**config.mk**
```make
export PLATFORM = sky130hd
export DESIGN_NAME = dff_deser
export DESIGN_NICKNAME = d
export VERILOG_FILES = /design/src/rtl/dff_deser.sv
export SDC_FILE = /design/constraint.sdc
export NUM_CORES = 1
export LEC_CHECK = 0
export BUFFER_PORTS_ARGS = -buffer_cell sky130_fd_sc_hd__buf_2
export CAP_MARGIN = 20
export CORE_MARGIN = 8
export CORE_UTILIZATION = 42
export DETAILED_ROUTE_END_ITERATION = 16
export GPL_TIMING_DRIVEN = 0
export SETUP_SLACK_MARGIN = 0.15
export SKIP_LAST_GASP = 1
export SLEW_MARGIN = 20
export SYNTH_ARGS = -nofsm -noshare
export SYNTH_HDL_FRONTEND = slang
export SYNTH_SLANG_ARGS = --single-unit
```
**constraint.sdc**
```tcl
create_clock -name clk -period 2.7 [get_ports clk]
set_input_delay 0.405 -clock clk [delete_from_list [all_inputs] [get_ports clk]]
set_output_delay 0.405 -clock clk [all_outputs]
set_load 0.01 [all_outputs]
```
**src/rtl/dff_deser.sv**
```systemverilog
// Serial-to-parallel deserializer: hunts for SYNC_WORD, then emits FRAME_WORDS
// MSB-first words on a valid/ready port and counts words lost to backpressure.
module dff_deser #(
    parameter int unsigned          WORD_W      = 8,
    parameter logic [WORD_W-1:0]    SYNC_WORD   = 8'hA5,
    parameter int unsigned          FRAME_WORDS = 4
) (
    input  logic              clk,
    input  logic              rst,
    input  logic              bit_in,
    input  logic              bit_en,
    output logic [WORD_W-1:0] out_data,
    output logic              out_valid,
    input  logic              out_ready,
    output logic              out_last,
    output logic              locked,
    output logic [15:0]       ovf_cnt,
    input  logic              ovf_clr
);

    localparam int unsigned BCW = (WORD_W > 2) ? $clog2(WORD_W) : 1;
    localparam int unsigned WCW = (FRAME_WORDS > 1) ? $clog2(FRAME_WORDS) : 1;
    localparam logic [BCW-1:0] BIT_LAST  = BCW'(WORD_W - 1);
    localparam logic [WCW-1:0] WORD_LAST = WCW'(FRAME_WORDS - 1);

    typedef enum logic [0:0] {
        ST_HUNT   = 1'b0,
        ST_LOCKED = 1'b1
    } state_t;

    state_t              r_state;
    // Only the low WORD_W-1 bits of history can influence the next word.
    logic [WORD_W-2:0]   r_hist;
    logic [BCW-1:0]      r_bit_cnt;
    logic [WCW-1:0]      r_word_cnt;
    logic                r_locked;
    logic [WORD_W-1:0]   r_out_data;
    logic                r_out_valid;
    logic                r_out_last;
    logic [15:0]         r_ovf_cnt;

    logic [WORD_W-1:0]   w_nxt;
    logic                w_word_done;
    logic                w_word_last;
    logic                w_accept;
    logic                w_drop;

    assign w_nxt       = {r_hist, bit_in};
    assign w_word_done = (r_state == ST_LOCKED) && bit_en && (r_bit_cnt == BIT_LAST);
    assign w_word_last = w_word_done && (r_word_cnt == WORD_LAST);
    assign w_accept    = !r_out_valid || out_ready;
    assign w_drop      = w_word_done && !w_accept;

    // Sync hunt / framing state machine and bit/word counters.
    always_ff @(posedge clk or posedge rst) begin
        if (rst) begin
            r_state    <= ST_HUNT;
            r_hist     <= {(WORD_W-1){1'b0}};
            r_bit_cnt  <= {BCW{1'b0}};
            r_word_cnt <= {WCW{1'b0}};
            r_locked   <= 1'b0;
        end else if (bit_en) begin
            case (r_state)
                ST_HUNT: begin
                    r_hist <= w_nxt[WORD_W-2:0];
                    if (w_nxt == SYNC_WORD) begin
                        r_state    <= ST_LOCKED;
                        r_locked   <= 1'b1;
                        r_bit_cnt  <= {BCW{1'b0}};
                        r_word_cnt <= {WCW{1'b0}};
                    end
                end
                ST_LOCKED: begin
                    if (r_bit_cnt == BIT_LAST) begin
                        r_bit_cnt <= {BCW{1'b0}};
                        if (r_word_cnt == WORD_LAST) begin
                            r_state    <= ST_HUNT;
                            r_locked   <= 1'b0;
                            r_word_cnt <= {WCW{1'b0}};
                            r_hist     <= {(WORD_W-1){1'b0}};
                        end else begin
                            r_word_cnt <= r_word_cnt + WCW'(1);
                            r_hist     <= w_nxt[WORD_W-2:0];
                        end
                    end else begin
                        r_bit_cnt <= r_bit_cnt + BCW'(1);
                        r_hist    <= w_nxt[WORD_W-2:0];
                    end
                end
                default: begin
                    r_state  <= ST_HUNT;
                    r_locked <= 1'b0;
                end
            endcase
        end
    end

    // Output holding register with same-edge handoff under ready.
    always_ff @(posedge clk or posedge rst) begin
        if (rst) begin
            r_out_data  <= {WORD_W{1'b0}};
            r_out_valid <= 1'b0;
            r_out_last  <= 1'b0;
        end else if (w_word_done) begin
            if (w_accept) begin
                r_out_data  <= w_nxt;
                r_out_last  <= w_word_last;
                r_out_valid <= 1'b1;
            end
        end else if (out_ready && r_out_valid) begin
            r_out_valid <= 1'b0;
            r_out_last  <= 1'b0;
        end
    end

    // Saturating drop counter; clear takes priority over a same-cycle drop.
    always_ff @(posedge clk or posedge rst) begin
        if (rst) begin
            r_ovf_cnt <= 16'd0;
        end else if (ovf_clr) begin
            r_ovf_cnt <= 16'd0;
        end else if (w_drop && (r_ovf_cnt != 16'hFFFF)) begin
            r_ovf_cnt <= r_ovf_cnt + 16'd1;
        end
    end

    assign out_data  = r_out_data;
    assign out_valid = r_out_valid;
    assign out_last  = r_out_last;
    assign locked    = r_locked;
    assign ovf_cnt   = r_ovf_cnt;

endmodule

```
After elaboration in Yosys (flattened, before gate mapping)
Index checks and enable logic that the tools add are counted.
{ "classes": {"bitwise_logic": 1, "mux": 25, "add_sub_neg": 3, "n_eq_ne": 8, "n_reduce_logical": 16} }
{ "ops": {"columns": ["operator", "n"], "rows": [
  ["16-bit 2-to-1 mux", 2],
  ["16-bit by 1-bit adder with 16-bit output (second input constant)", 1],
  ["16-bit inequality test (second input constant)", 1],
  ["7-bit 2-to-1 mux", 2],
  ["7-bit one-hot mux with 2 select lines", 1],
  ["1-bit 2-to-1 mux", 11],
  ["8-bit == test (second input constant)", 1],
  ["1-bit logical AND", 6],
  ["2-bit 2-to-1 mux", 3],
  ["3-bit 2-to-1 mux", 2],
  ["2-bit by 1-bit inequality test with 1-bit output (second input constant)", 3],
  ["3-bit one-hot mux with 2 select lines", 1],
  ["2-bit AND reduction", 3],
  ["1-bit one-hot mux with 2 select lines", 2],
  ["2-bit one-hot mux with 2 select lines", 1],
  ["4-bit AND reduction", 1],
  ["2-bit nonzero test", 2],
  ["3-bit by 1-bit adder with 3-bit output (second input constant)", 1],
  ["3-bit == test (second input constant)", 1],
  ["3-bit AND reduction", 1],
  ["2-bit by 1-bit adder with 2-bit output (second input constant)", 1],
  ["2-bit == test (second input constant)", 1],
  ["1-bit zero test", 2],
  ["2-bit inequality test (second input constant)", 1],
  ["2 further kinds", 2]
]} }
{ "totals": {"reg_bits": 40, "out_inout_bits": 27, "in_bits": 6, "word_cells": 62} }

Longest topological paths before layout
Gate-level depths: netlist of the first run.
{ "depth": {"depth_word": 7, "ltp_mapped": 6, "depth_no_buf": 6} }

Worst setup path before layout of the first run
OpenSTA, ideal clock, no wires.
{ "synth_timing": {"path_type": "reg2reg", "from": "reg r_bit_cnt[0]", "to": "reg r_ovf_cnt[10], in the netlist ovf_cnt[10]", "arrival_ns": 2.009, "required_time_ns": 2.622, "setup_slack_ns": 0.613, "path_stages_with_launch": 7, "period_less_slack_ns": 2.087, "cell_sequence": "dfrtp_1 > ha_1 > ha_1 > nand3_1 > or4_4 > or4_1 > a21oi_1"} }
{ "synth_between": {"elab_chain_len": 5} }
{ "synth_rtl": {"columns": ["element", "line_no", "rtl"], "rows": [
  ["from (decl)", "34", "logic [BCW-1:0] r_bit_cnt;"],
  ["from (signal assigned)", "59", "r_bit_cnt <= {BCW{1'b0}};"],
  ["from (signal assigned)", "69", "r_bit_cnt <= {BCW{1'b0}};"],
  ["from (signal assigned)", "75", "r_bit_cnt <= {BCW{1'b0}};"],
  ["3-bit == test", "49", "assign w_word_done = (r_state == ST_LOCKED) && bit_en && (r_bit_cnt == BIT_LAST);"],
  ["1-bit logical AND", "49", null],
  ["1-bit logical AND", "52", "assign w_drop = w_word_done && !w_accept;"],
  ["1-bit logical AND", "122", "end else if (w_drop && (r_ovf_cnt != 16'hFFFF)) begin"],
  ["2-bit nonzero test (no line)", null, null],
  ["to (signal assigned)", "123", "r_ovf_cnt <= r_ovf_cnt + 16'd1;"],
  ["to (decl)", "40", "logic [15:0] r_ovf_cnt;"]
]} }
Every way passes these cells.
A chain may end at the register's enable or synchronous reset.

Worst setup path in the final report of the first run
Ends and elaborated chain as after synthesis.

==> tab_implementation.tex, run 1 <==
\begin{tabular}{lr}
\hline
Metric & Value \\
\hline
\multicolumn{2}{l}{\textbf{Run status}} \\
\quad Outcome & completed \\
\multicolumn{2}{l}{\textbf{Floorplanning}} \\
\quad \# IOs & 33 \\
\quad Effective utilization at floorplan & a little over two fifths \\
\quad Row count & 25 \\
\quad DIE HEIGHT & 84.87 um \\
\quad Core region area & 0.004661 mm\^{}2 \\
\quad Die Span X & 84.87 um \\
\quad Total die area & 0.007202 mm\^{}2 \\
\multicolumn{2}{l}{\textbf{Finish}} \\
\quad Total inserted antenna cells & 0 \\
\quad Area Overhead vs Synth & 18.03\% \\
\quad Layout Cells excl Fill & roughly 280 \\
\quad Reg area & 0.001001 mm\^{}2 \\
\quad Fillcell total & 447 \\
\quad Share of layout cells above drive strength 1 & 25.44\% \\
\quad Multi-input combinational cell area & 942.2 um\^{}2 \\
\quad Final layout net count & 238 \\
\multicolumn{2}{l}{\textbf{Yosys}} \\
\quad Number of distinct library cell variants in the gate-level netlist after synthesis & 35 \\
\quad Sequential area share after synthesis & 50.25\% \\
\quad Ranking of synthesized cells by instance count & dfrtp\_1, nand3\_1, mux2\_2 \\
\quad Number of flip-flops and latches in the synthesized netlist & 40 \\
\quad Number of nets in the synthesized netlist & 198 \\
\quad Fraction of registers with async set or reset after synthesis & 100.0\% \\
\quad Most used flip-flop cell after synthesis & dfrtp\_1 \\
\quad Area contributors post-synth & dfrtp\_1, mux2\_2, a22o\_1 \\
\quad Cell type with the highest aggregate area in the netlist & dfrtp\_1 \\
\quad Gate count of the mapped netlist & 187 \\
\quad Post-synth EDFFs & 0 \\
\quad Netlist Area Pre-Place & 0.001992 mm\^{}2 \\
\quad Warnings from Yosys & 0 \\
\quad Cell with the most instances after synthesis & dfrtp\_1 \\
\quad Area fraction of the dominant cell type after synthesis & 50.25\% \\
\quad Average size of a mapped cell & 10.65 um\^{}2 \\
\multicolumn{2}{l}{\textbf{Clock network}} \\
\quad CTS max path bufs & 2 \\
\quad Sinks on Clock Net & 40 \\
\quad Clock tree from TritonCTS & yes \\
\quad Latest clock arrival within the worst-skew pair & 0.29 ns \\
\quad Number of resized instances in the post-cts repair step & 0 \\
\quad Buffer cell driving the clock tree root & clkbuf\_8 \\
\quad H-Tree Level Count & 2 \\
\quad Number of buffers inserted during clock tree synthesis & 5 \\
\quad Hold-fix buffers at CTS & 0 \\
\quad Clock-pin slew reported for the worst setup and hold paths after clock tree synthesis & 0.08 ns \\
\quad Post-CTS repair timing setup buffer count & 0 \\
\multicolumn{2}{l}{\textbf{Critical path}} \\
\quad Arrival @ worst endpoint & 2.53 ns \\
\quad Maximum fanout along the worst path & 7 \\
\quad Setup crit end & ovf\_cnt[10] \\
\quad Setup slack of the most critical reg-to-reg path & 0.38 ns \\
\quad Startpoint of the worst-slack reg-to-reg timing path & r\_bit\_cnt[0] \\
\quad Crit path launch & r\_bit\_cnt[0] \\
\quad R2r worst-path depth & 6 \\
\quad End of the worst register-to-register path & ovf\_cnt[10] \\
\quad Critical Setup Path Class & flip-flop to flip-flop \\
\quad Worst Setup Start Kind & flip-flop \\
\quad Kind of end point of the critical path & flip-flop \\
\quad Data required time of the critical path & 2.92 ns \\
\multicolumn{2}{l}{\textbf{STA}} \\
\quad Post-layout min period & 2.317 ns \\
\quad Setup TNS Final & 0 ns \\
\quad Slew Limit Fails & 0 \\
\quad Tightest Pin Transition & 0.9096 ns \\
\quad Max-slew headroom & 38.80\% \\
\quad Final Skew & roughly 0.0083 ns \\
\quad Max Freq & 0.4317 GHz \\
\quad Setup repair after global routing missed its margin & false \\
\quad Setup violations, final & 0 \\
\quad Post-route clock period utilization & 85.80\% \\
\quad Hold Vio Cnt, Final & 0 \\
\multicolumn{2}{l}{\textbf{Placement}} \\
\quad GPL Wtd Cong & just under 0.8 \\
\quad Placed Instances & 274 \\
\quad Placed wire-length estimate & 3130 um \\
\quad Port-buffer cells & 32 \\
\multicolumn{2}{l}{\textbf{Routing}} \\
\quad Total length of routed wires & 4291 um \\
\quad Drt via density & 5.681 \\
\quad DR vias & $\sim$1.6k \\
\quad Average wire length per cell after detail routing & 15.22 um \\
\quad Drt first-iter violations & 50 \\
\quad Number of antenna-violating nets in the routed design & 0 \\
\quad Detailed-routing wirelength on met1 & between 2000 and 2500 um \\
\quad Detailed-routing iteration count for the pre-antenna-repair pass & 6 \\
\quad DR DRC count & 0 \\
\quad Met2 routed WL & 1938 um \\
\quad Metal3 WL & 211 um \\
\quad Top sig layer & met4 \\
\multicolumn{2}{l}{\textbf{Global routing}} \\
\quad Total global routing track utilization & 12.46\% \\
\quad First-pass GRT wire length & 7279 um \\
\quad Maximum number of pins on one net before global-route repair & 24 \\
\quad Vias in the first global route & 1521 \\
\quad Number of antenna violations at the first check in global routing & 0 \\
\quad Gr ovfl total & 0 \\
\multicolumn{2}{l}{\textbf{Power and ir drop}} \\
\quad Power per cell area & 512.6 mW/mm\^{}2 \\
\quad Worst vdd ir & 290.0 uV \\
\quad Leakage Power & between 0.001 and 0.0015 uW \\
\multicolumn{2}{l}{\textbf{Job}} \\
\quad Max cap viols & 0 \\
\multicolumn{2}{l}{\textbf{Hold path}} \\
\quad Min-delay worst type & input port to asynchronous set/reset pin \\
\hline
\end{tabular}
[state kept, by name, indices dropped and copies added (netlist names)]
| register | count |
|---|---|
| locked | 1 |
| out_data | 8 |
| out_last | 1 |
| out_valid | 1 |
| ovf_cnt | 16 |
| r_bit_cnt | 3 |
| r_hist | 7 |
| r_state | 1 |
| r_word_cnt | 2 |
[metrics by stage]
stage / hold WS [ns] / util, % / total power, uW / setup slack [ns] / instance area, um^2
CTS: 0.09562 / 50.44 / 1229 / 0.3962 / 2351
floorplan: 0.4618 / - / 704.5 / 0.6129 / 1992
detailed placement: 0.4219 / 48.05 / 734.1 / 0.4057 / 2240
global route: 0.1095 / 50.44 / 1264 / 0.1600 / 2351
finish: 0.09336 / 50.44 / 1205 / 0.3835 / 2351
global placement: 0.4858 / 47.62 / 728.5 / 0.4519 / 2220
[cell type report]
| type | instances | area share, % |
|---|---|---|
| multi-input cells | 134 | 40.07 |
| inverters | 8 | 1.277 |
| plain buffers | 5 | 0.7983 |
| flip-flops and latches | 40 | 42.58 |
| well taps | 54 | 2.874 |
| clock buffers | 5 | 2.927 |
| repair buffers | 33 | 7.664 |
| clock inverters | 3 | 1.809 |
[where the power goes]
part,total (uW),leakage [uW],internal [uW],switching [uW]
registers,646,0.000550,624,22.6
logic,73.4,0.000545,31.3,42.2
clock network,485,0.0000541,273,212
[how the worst min path moves through the flow]
| stage | startpoint | to | slack (ns) | depth (start not counted) |
|---|---|---|---|---|
| 3_3_place_gp | out_data[0] | out_data[0] | 0.49 | 1 |
| 3_5_place_dp | rst | out_data[6] | 0.42 | 2 |
| 5_1_grt | rst | r_hist[6] | 0.11 | 2 |
| 2_1_floorplan | r_bit_cnt[0] | r_bit_cnt[0] | 0.46 | 1 |
| 4_1_cts | rst | r_hist[6] | 0.1 | 2 |
| 6_report | rst | out_data[3] | 0.09 | 2 |
[logic make-up after synthesis]
group / count (synthesis) / share of synthesized area, %
AOI/OAI and AO/OA: 42 / 14.82
adders and majority gates: 5 / 3.141
buffers and inverters: 13 / 2.450
DFF: 40 / 50.25
muxes: 14 / 7.852
and+or+nand+nor: 73 / 21.48
[worst max-delay path, cell delays in order, from the launching register on]
cell	delay, ns
dfrtp_1	0.38
ha_1	0.19
ha_1	0.19
nand3_1	0.22
or4_4	0.62
or4_1	0.49
a21oi_1	0.17
[routing by layer]
layer | global-route usage (%) | up-vias
li1 | - | 792
met1 | 15.61 | 776
met2 | 18.90 | 29
met3 | 4.537 | 5
met4 | 5.178 | 0
met5 | 0 | -
[cell usage in the layout, fill, tap and decap left out, types with 7 or more instances in the layout]
master and count:
nor2b_1 7, nand2_1 10, nand3_1 14, nor2_1 10
buf_2 32, inv_1 7, a21oi_1 8, dfrtp_1 40
mux2_2 13, a22o_1 8
Note: power is estimated with default switching activity, not from simulation.
==> run 2: changes to the inputs <==
- PLACE_DENSITY: not set -> 0.64
==> run 2 against run 1 <==
Net effect:
- first-iteration DRC count increased by 30%
- total power increased by 1.9%
- non-clock buffer count unchanged
- highest routed layer unchanged
- hold slack got worse by 0.083 ns
- worst setup slack got worse by 0.041 ns
==> tab_implementation.tex, run 2 (synthesis results as in run 1) <==
\begin{tabular}{lr}
\hline
Metric & Value \\
\hline
\multicolumn{2}{l}{\textbf{Placement}} \\
\quad Port-buffer cells & 32 (unchanged) \\
\quad GPL Wtd Cong & 0.7561 (-2.2\%) \\
\quad Placed cell area & 0.002240 mm\^{}2 (unchanged) \\
\quad Placed wire-length estimate & 3002 um (-4.1\%) \\
\multicolumn{2}{l}{\textbf{Global routing}} \\
\quad First-pass GRT wire length & 7203 um (-1.0\%) \\
\quad Met2 capacity usage during global routing & 18.25\% (-0.64 points) \\
\quad Total global routing track utilization & 12.33\% (-0.14 points) \\
\quad Maximum number of pins on one net before global-route repair & 33 (+38\%) \\
\quad Vias in the first global route & 1499 (-1.4\%) \\
\quad Met3 Use GR & 3.958\% (-0.58 points) \\
\quad Number of antenna violations at the first check in global routing & 0 (unchanged) \\
\quad Fraction of met1 tracks used by global routing & 15.93\% (+0.31 points) \\
\quad Gr ovfl total & 0 (unchanged) \\
\quad Layer carrying the most global-route usage & met2 \\
\multicolumn{2}{l}{\textbf{Floorplanning}} \\
\quad Total die area & 0.007202 mm\^{}2 (unchanged) \\
\quad Die Span X & 84.87 um (unchanged) \\
\quad DIE HEIGHT & 84.87 um (unchanged) \\
\quad Row count & 25 (unchanged) \\
\quad Effective utilization at floorplan & 42.74\% (unchanged) \\
\quad \# IOs & 33 (unchanged) \\
\quad Core region area & 0.004661 mm\^{}2 (unchanged) \\
\multicolumn{2}{l}{\textbf{Critical path}} \\
\quad Arrival @ worst endpoint & 2.56 ns (+0.03 ns) \\
\quad Kind of end point of the critical path & flip-flop \\
\quad Data required time of the critical path & 2.90 ns (-0.02 ns) \\
\quad Maximum fanout along the worst path & 7 (unchanged) \\
\quad Worst Setup Start Kind & flip-flop \\
\quad Critical Setup Path Class & flip-flop to flip-flop \\
\multicolumn{2}{l}{\textbf{Clock network}} \\
\quad Number of resized instances in the post-cts repair step & 0 (unchanged) \\
\quad CTS max path bufs & 2 (unchanged) \\
\quad Number of buffers inserted during clock tree synthesis & 5 (unchanged) \\
\quad Sinks on Clock Net & 40 (unchanged) \\
\quad Clock tree from TritonCTS & yes \\
\quad Buffer cell driving the clock tree root & clkbuf\_8 \\
\quad Post-CTS repair timing setup buffer count & 0 (unchanged) \\
\quad H-Tree Level Count & 2 (unchanged) \\
\quad Latest clock arrival within the worst-skew pair & 0.30 ns (about the same) \\
\quad Clock-pin slew reported for the worst setup and hold paths after clock tree synthesis & 0.08 ns (about the same) \\
\quad Hold-fix buffers at CTS & 0 (unchanged) \\
\multicolumn{2}{l}{\textbf{Finish}} \\
\quad Final design area excluding fillers & 0.002355 mm\^{}2 (+0.16\%) \\
\quad Final core area utilization & 50.52\% (+0.080 points) \\
\quad Multi-input combinational cell area & 942.2 um\^{}2 (unchanged) \\
\quad Total inserted antenna cells & 0 (unchanged) \\
\quad Fillcell total & 442 (-1.1\%) \\
\quad Area Overhead vs Synth & 18.22\% \\
\quad Max FFs per register & 16 (unchanged) \\
\quad Final layout net count & 238 (unchanged) \\
\quad Share of layout cells above drive strength 1 & 25.44\% (unchanged) \\
\quad Most frequent cells in the layout & dfrtp\_1, buf\_2, nand3\_1 \\
\quad Reg area & 0.001001 mm\^{}2 (unchanged) \\
\quad Most common library cell in the layout ignoring fill and taps & dfrtp\_1 \\
\multicolumn{2}{l}{\textbf{Power and ir drop}} \\
\quad Clk pwr share & 41.4\% (+1.1 points) \\
\quad Internal power & 933.9 uW (+0.59\%) \\
\quad Worst vdd ir & 201.2 uV (-31\%) \\
\quad Logic gate share of total power & 6.1\% (about the same) \\
\quad Sw Ratio & 23.94\% (+0.98 points) \\
\quad Leakage Power & 0.001150 uW (about the same) \\
\quad Net switching power of the design & 293.9 uW (+6.2\%) \\
\quad Register share of total power & 52.5\% (-1.1 points) \\
\quad Pwr Total & 1228 uW (+1.9\%) \\
\quad Power per cell area & 521.4 mW/mm\^{}2 (+1.7\%) \\
\multicolumn{2}{l}{\textbf{STA}} \\
\quad Hold Vio Cnt, Final & 0 (unchanged) \\
\quad Tightest Pin Transition & 0.9302 ns (+0.02056 ns) \\
\quad Final Skew & 0.004835 ns (-0.003462 ns) \\
\quad Max-slew headroom & 37.42\% (-1.4 points) \\
\quad Setup repair after global routing missed its margin & false \\
\quad Setup TNS Final & 0 ns (unchanged) \\
\quad Setup violations, final & 0 (unchanged) \\
\quad Slew Limit Fails & 0 (unchanged) \\
\quad Post-route clock period utilization & 87.30\% (+1.5 points) \\
\quad Max Freq & 0.4242 GHz (-1.7\%) \\
\quad Post-layout min period & 2.357 ns (+0.04061 ns) \\
\multicolumn{2}{l}{\textbf{Job}} \\
\quad Max cap viols & 0 (unchanged) \\
\multicolumn{2}{l}{\textbf{Routing}} \\
\quad Drt via density & 5.631 (-0.87\%) \\
\quad Detailed-routing iteration count for the pre-antenna-repair pass & 5 (-1) \\
\quad Number of antenna-violating nets in the routed design & 0 (unchanged) \\
\quad Average wire length per cell after detail routing & 14.78 um (-2.8\%) \\
\quad DR DRC count & 0 (unchanged) \\
\quad Drt first-iter violations & 65 (+30\%) \\
\quad DR vias & 1588 (-0.87\%) \\
\quad Total length of routed wires & 4169 um (-2.8\%) \\
\multicolumn{2}{l}{\textbf{Hold path}} \\
\quad Min-delay worst type & input port to asynchronous set/reset pin \\
\multicolumn{2}{l}{\textbf{Run status}} \\
\quad Outcome & completed \\
\hline
\end{tabular}
run 2: final timing paths:
kind	startpoint	endpoint	slack, ns	depth (start not counted)
max	r_bit_cnt[0]	ovf_cnt[13]	0.34	6
min	rst	ovf_cnt[3]	0.01	2
max reg2reg	r_bit_cnt[0]	ovf_cnt[13]	0.34	6
min reg2reg	r_bit_cnt[0]	r_bit_cnt[0]	0.50	1
max in group asynchronous	rst	out_data[1]	2.27	3
min in group clk	bit_in	r_hist[0]	0.36	2
run 2: layout make-up:
type	instances	share of cell area [%]
clock buffer	5	2.922
multi-input combinational	134	40.01
tap	54	2.869
inverter	8	1.275
clock inverter	3	1.966
timing repair buffer	33	7.651
buffer	5	0.7970
sequential	40	42.51
run 2: worst max-delay path: stages (launching register included):
cell and delay (ns):
dfrtp_1 0.38, ha_1 0.19, ha_1 0.20, nand3_1 0.22, nor4_1 0.86, a21oi_1 0.15, a311oi_1 0.26
run 2: power by group through the flow:
stage / Clock [uW] / Combinational (uW) / Sequential, uW
2_1_floorplan: 0 / 52.9 / 652
3_5_place_dp: 0 / 76.2 / 657
6_report: 508 / 74.5 / 645
5_1_grt: 547 / 85.9 / 649
3_3_place_gp: 0 / 70.9 / 657
4_1_cts: 523 / 76.6 / 645
run 2: per-layer routing:
layer	vias up	part of all wire, %
li1	791	-
met3	7	5.0
met5	-	0
met2	37	43
met1	753	51
met4	0	1.5
run 2: through the flow:
stage | instances | setup slack, ns | hold WS (ns)
after floorplan | 187 | 0.6129 | 0.4618
after global placement | 273 | 0.4259 | 0.4844
after detailed placement | 274 | 0.3798 | 0.3352
after CTS | 282 | 0.3873 | 0.004995
after global routing | 282 | 0.1739 | 0.008632
final | 282 | 0.3428 | 0.01036
==> run 3: changes to the inputs <==
--- a/config.mk
+++ b/config.mk
@@ -8,9 +8,11 @@
 export BUFFER_PORTS_ARGS = -buffer_cell sky130_fd_sc_hd__buf_2
 export CAP_MARGIN = 20
+export CELL_PAD_IN_SITES_DETAIL_PLACEMENT = 1
+export CELL_PAD_IN_SITES_GLOBAL_PLACEMENT = 2
 export CORE_MARGIN = 8
-export CORE_UTILIZATION = 42
+export CORE_UTILIZATION = 35
 export DETAILED_ROUTE_END_ITERATION = 16
 export GPL_TIMING_DRIVEN = 0
-export PLACE_DENSITY = 0.64
+export PLACE_DENSITY = 0.79
 export SETUP_SLACK_MARGIN = 0.15
 export SKIP_LAST_GASP = 1
==> constraint.sdc (replaced) <==
create_clock -name clk -period 2.7 [get_ports clk]
set_input_delay 0.135 -clock clk [delete_from_list [all_inputs] [get_ports clk]]
set_output_delay 0.135 -clock clk [all_outputs]
set_load 0.01 [all_outputs]
==> run 3 against run 2 <==
Net effect:
- clock power increased by 12%
- global-route usage decreased by 0.19 points
- hold slack improved by 0.093 ns
- count of clock-buffer cells in the layout unchanged
- register-to-register slack improved by 0.03 ns
- total power increased by 5.4%
- routed wire length increased by 17%
- combinational power increased by 5.4%
- utilization decreased by 6.8 points
- worst setup slack improved by 0.029 ns
- sequential power about the same
- largest power group unchanged
==> tab_implementation.tex, run 3 (synthesis results as in run 1) <==
\begin{tabular}{lr}
\hline
Metric & Value \\
\hline
\multicolumn{2}{l}{\textbf{STA}} \\
\quad Slew Limit Fails & 0 (unchanged) \\
\quad Final Skew & 0.01069 ns (+0.005854 ns) \\
\quad Setup repair after global routing missed its margin & false \\
\quad Post-layout min period & 2.328 ns (-0.02941 ns) \\
\quad Max-slew headroom & 45.18\% (+7.8 points) \\
\quad Tightest Pin Transition & 0.8192 ns (-0.1109 ns) \\
\quad Hold Vio Cnt, Final & 0 (unchanged) \\
\quad Setup TNS Final & 0 ns (unchanged) \\
\quad Post-route clock period utilization & 86.21\% (-1.1 points) \\
\quad Setup violations, final & 0 (unchanged) \\
\quad Max Freq & 0.4296 GHz (+1.3\%) \\
\multicolumn{2}{l}{\textbf{Clock network}} \\
\quad Sinks on Clock Net & 40 (unchanged) \\
\quad CTS max path bufs & 2 (unchanged) \\
\quad Buffer cell driving the clock tree root & clkbuf\_8 \\
\quad Clock-pin slew reported for the worst setup and hold paths after clock tree synthesis & 0.08 ns (about the same) \\
\quad Number of buffers inserted during clock tree synthesis & 5 (unchanged) \\
\quad H-Tree Level Count & 2 (unchanged) \\
\quad Latest clock arrival within the worst-skew pair & 0.29 ns (about the same) \\
\quad Clock tree from TritonCTS & yes \\
\multicolumn{2}{l}{\textbf{Job}} \\
\quad Max cap viols & 0 (unchanged) \\
\multicolumn{2}{l}{\textbf{Critical path}} \\
\quad Critical Setup Path Class & flip-flop to flip-flop \\
\quad Kind of end point of the critical path & flip-flop \\
\quad Maximum fanout along the worst path & 7 (unchanged) \\
\quad Data required time of the critical path & 2.91 ns (about the same) \\
\quad Arrival @ worst endpoint & 2.54 ns (-0.02 ns) \\
\quad Worst Setup Start Kind & flip-flop \\
\multicolumn{2}{l}{\textbf{Hold path}} \\
\quad Min-delay worst type & input port to flip-flop \\
\multicolumn{2}{l}{\textbf{Routing}} \\
\quad Detailed-routing iteration count for the pre-antenna-repair pass & 4 (-1) \\
\quad DR vias & 1629 (+2.6\%) \\
\quad Average wire length per cell after detail routing & 16.27 um (+10\%) \\
\quad DR DRC count & 0 (unchanged) \\
\quad Drt first-iter violations & 68 (+4.6\%) \\
\quad Number of antenna-violating nets in the routed design & 0 (unchanged) \\
\quad Drt via density & 5.430 (-3.6\%) \\
\quad Total length of routed wires & 4881 um (+17\%) \\
\multicolumn{2}{l}{\textbf{Floorplanning}} \\
\quad Total die area & 0.008361 mm\^{}2 (+16\%) \\
\quad Core region area & 0.005507 mm\^{}2 (+18\%) \\
\quad Row count & 27 (+8.0\%) \\
\quad Effective utilization at floorplan & 36.17\% (-6.6 points) \\
\quad DIE HEIGHT & 91.44 um (+7.7\%) \\
\quad \# IOs & 33 (unchanged) \\
\quad Die Span X & 91.44 um (+7.7\%) \\
\multicolumn{2}{l}{\textbf{Global routing}} \\
\quad Vias in the first global route & 1694 (+13\%) \\
\quad First-pass GRT wire length & 8438 um (+17\%) \\
\quad Total global routing track utilization & 12.14\% (-0.19 points) \\
\quad Maximum number of pins on one net before global-route repair & 24 (-27\%) \\
\quad Number of antenna violations at the first check in global routing & 0 (unchanged) \\
\quad Gr ovfl total & 0 (unchanged) \\
\multicolumn{2}{l}{\textbf{Placement}} \\
\quad Port-buffer cells & 32 (unchanged) \\
\quad GPL Wtd Cong & 0.7764 (+2.7\%) \\
\quad Placed cell area & 0.002262 mm\^{}2 (+1.0\%) \\
\quad Placed wire-length estimate & 3618 um (+20\%) \\
\multicolumn{2}{l}{\textbf{Finish}} \\
\quad Area Overhead vs Synth & 20.85\% \\
\quad Total inserted antenna cells & 0 (unchanged) \\
\quad Final layout net count & 239 (+0.42\%) \\
\quad Final design area excluding fillers & 0.002407 mm\^{}2 (+2.2\%) \\
\quad Most frequent cells in the layout & dfrtp\_1, buf\_2, nand3\_1 \\
\quad Share of layout cells above drive strength 1 & 25.44\% (unchanged) \\
\quad Fillcell total & 647 (+46\%) \\
\quad Most common library cell in the layout ignoring fill and taps & dfrtp\_1 \\
\quad Max FFs per register & 16 (unchanged) \\
\multicolumn{2}{l}{\textbf{Power and ir drop}} \\
\quad Leakage Power & 0.001163 uW (+1.2\%) \\
\quad Worst vdd ir & 212.8 uV (+5.8\%) \\
\quad Power per cell area & 537.7 mW/mm\^{}2 (+3.1\%) \\
\multicolumn{2}{l}{\textbf{Run status}} \\
\quad Outcome & completed \\
\hline
\end{tabular}
## run 3: cell count changes in the layout (fill, tap and decap cells not counted)
cell,delta
dlygate4sd3_1,+1
nor4_1,-1
clkinvlp_4,-1
inv_6,-1
bufinv_16,+1
nor4_2,+1
## run 3: repair_timing
item,CTS,global route
setup buffers,0,0
hold endpoints to repair,17,0
endpoints found under the setup margin,0,1
resized for setup,0,1
hold buffers,1,0
## run 3: layout make-up
type / instances / area [um^2] / share of cell area [%]
plain buffers: 5 / 18.77 / 0.7796
clock buffers: 5 / 68.82 / 2.859
clock inverters: 2 / 60.06 / 2.495
inverters: 8 / 30.03 / 1.247
multi-input cells: 134 / 948.4 / 39.40
flip-flops and latches: 40 / 1001 / 41.58
well taps: 72 / 90.09 / 3.742
repair buffers: 34 / 190.2 / 7.900
## run 3: final timing paths
| check | start | slack [ns] | to | depth (start not counted) |
|---|---|---|---|---|
| worst max-delay path | r_bit_cnt[0] | 0.37 | ovf_cnt[10] | 6 |
| worst min-delay path | bit_in | 0.10 | r_hist[0] | 2 |
| worst max register to register | r_bit_cnt[0] | 0.37 | ovf_cnt[10] | 6 |
| worst min register to register | out_data[7] | 0.50 | out_data[7] | 1 |
| max in group asynchronous | rst | 1.84 | ovf_cnt[1] | 4 |
| min in group asynchronous | rst | 0.39 | ovf_cnt[12] | 3 |
## run 3: critical path, stage by stage (launching register included)
cell	delay, ns
dfrtp_1	0.38
ha_1	0.18
ha_1	0.19
nand3_1	0.24
or4_4	0.63
or4_1	0.48
a21oi_1	0.14
## run 3: stage by stage
| step | power, uW | util (%) | instances | worst slack, ns | hold slack [ns] |
|---|---|---|---|---|---|
| floorplan | 704.5 | - | 187 | 0.6129 | 0.2635 |
| global placement | 730.2 | 40.72 | 291 | 0.3672 | 0.3963 |
| detailed placement | 737.1 | 41.08 | 292 | 0.2956 | 0.1562 |
| CTS | 1313 | 43.60 | 300 | 0.2741 | 0.09077 |
| global route | 1350 | 43.72 | 300 | 0.1890 | 0.1043 |
| finish | 1294 | 43.72 | 300 | 0.3723 | 0.1036 |
## run 3: report_power, final
group | switching [uW] | internal [uW] | leakage [uW] | total, uW
combinational | 45.4 | 33.1 | 0.000549 | 78.5
clock | 206 | 364 | 0.0000642 | 570
sequential | 22.5 | 624 | 0.000550 | 646
total | 274 | 1020 | 0.00116 | 1290
## run 3: metal layers
metal  GRT usage, %  wire length [um]  up-vias  part of all wire (%)
met5              0                 0        -                     0
met4          3.274                36        0                  0.74
met3          2.881               161        4                   3.3
met2          19.39              2290       20                    47
met1          15.92              2392      809                    49
li1               -                 -      796                     -
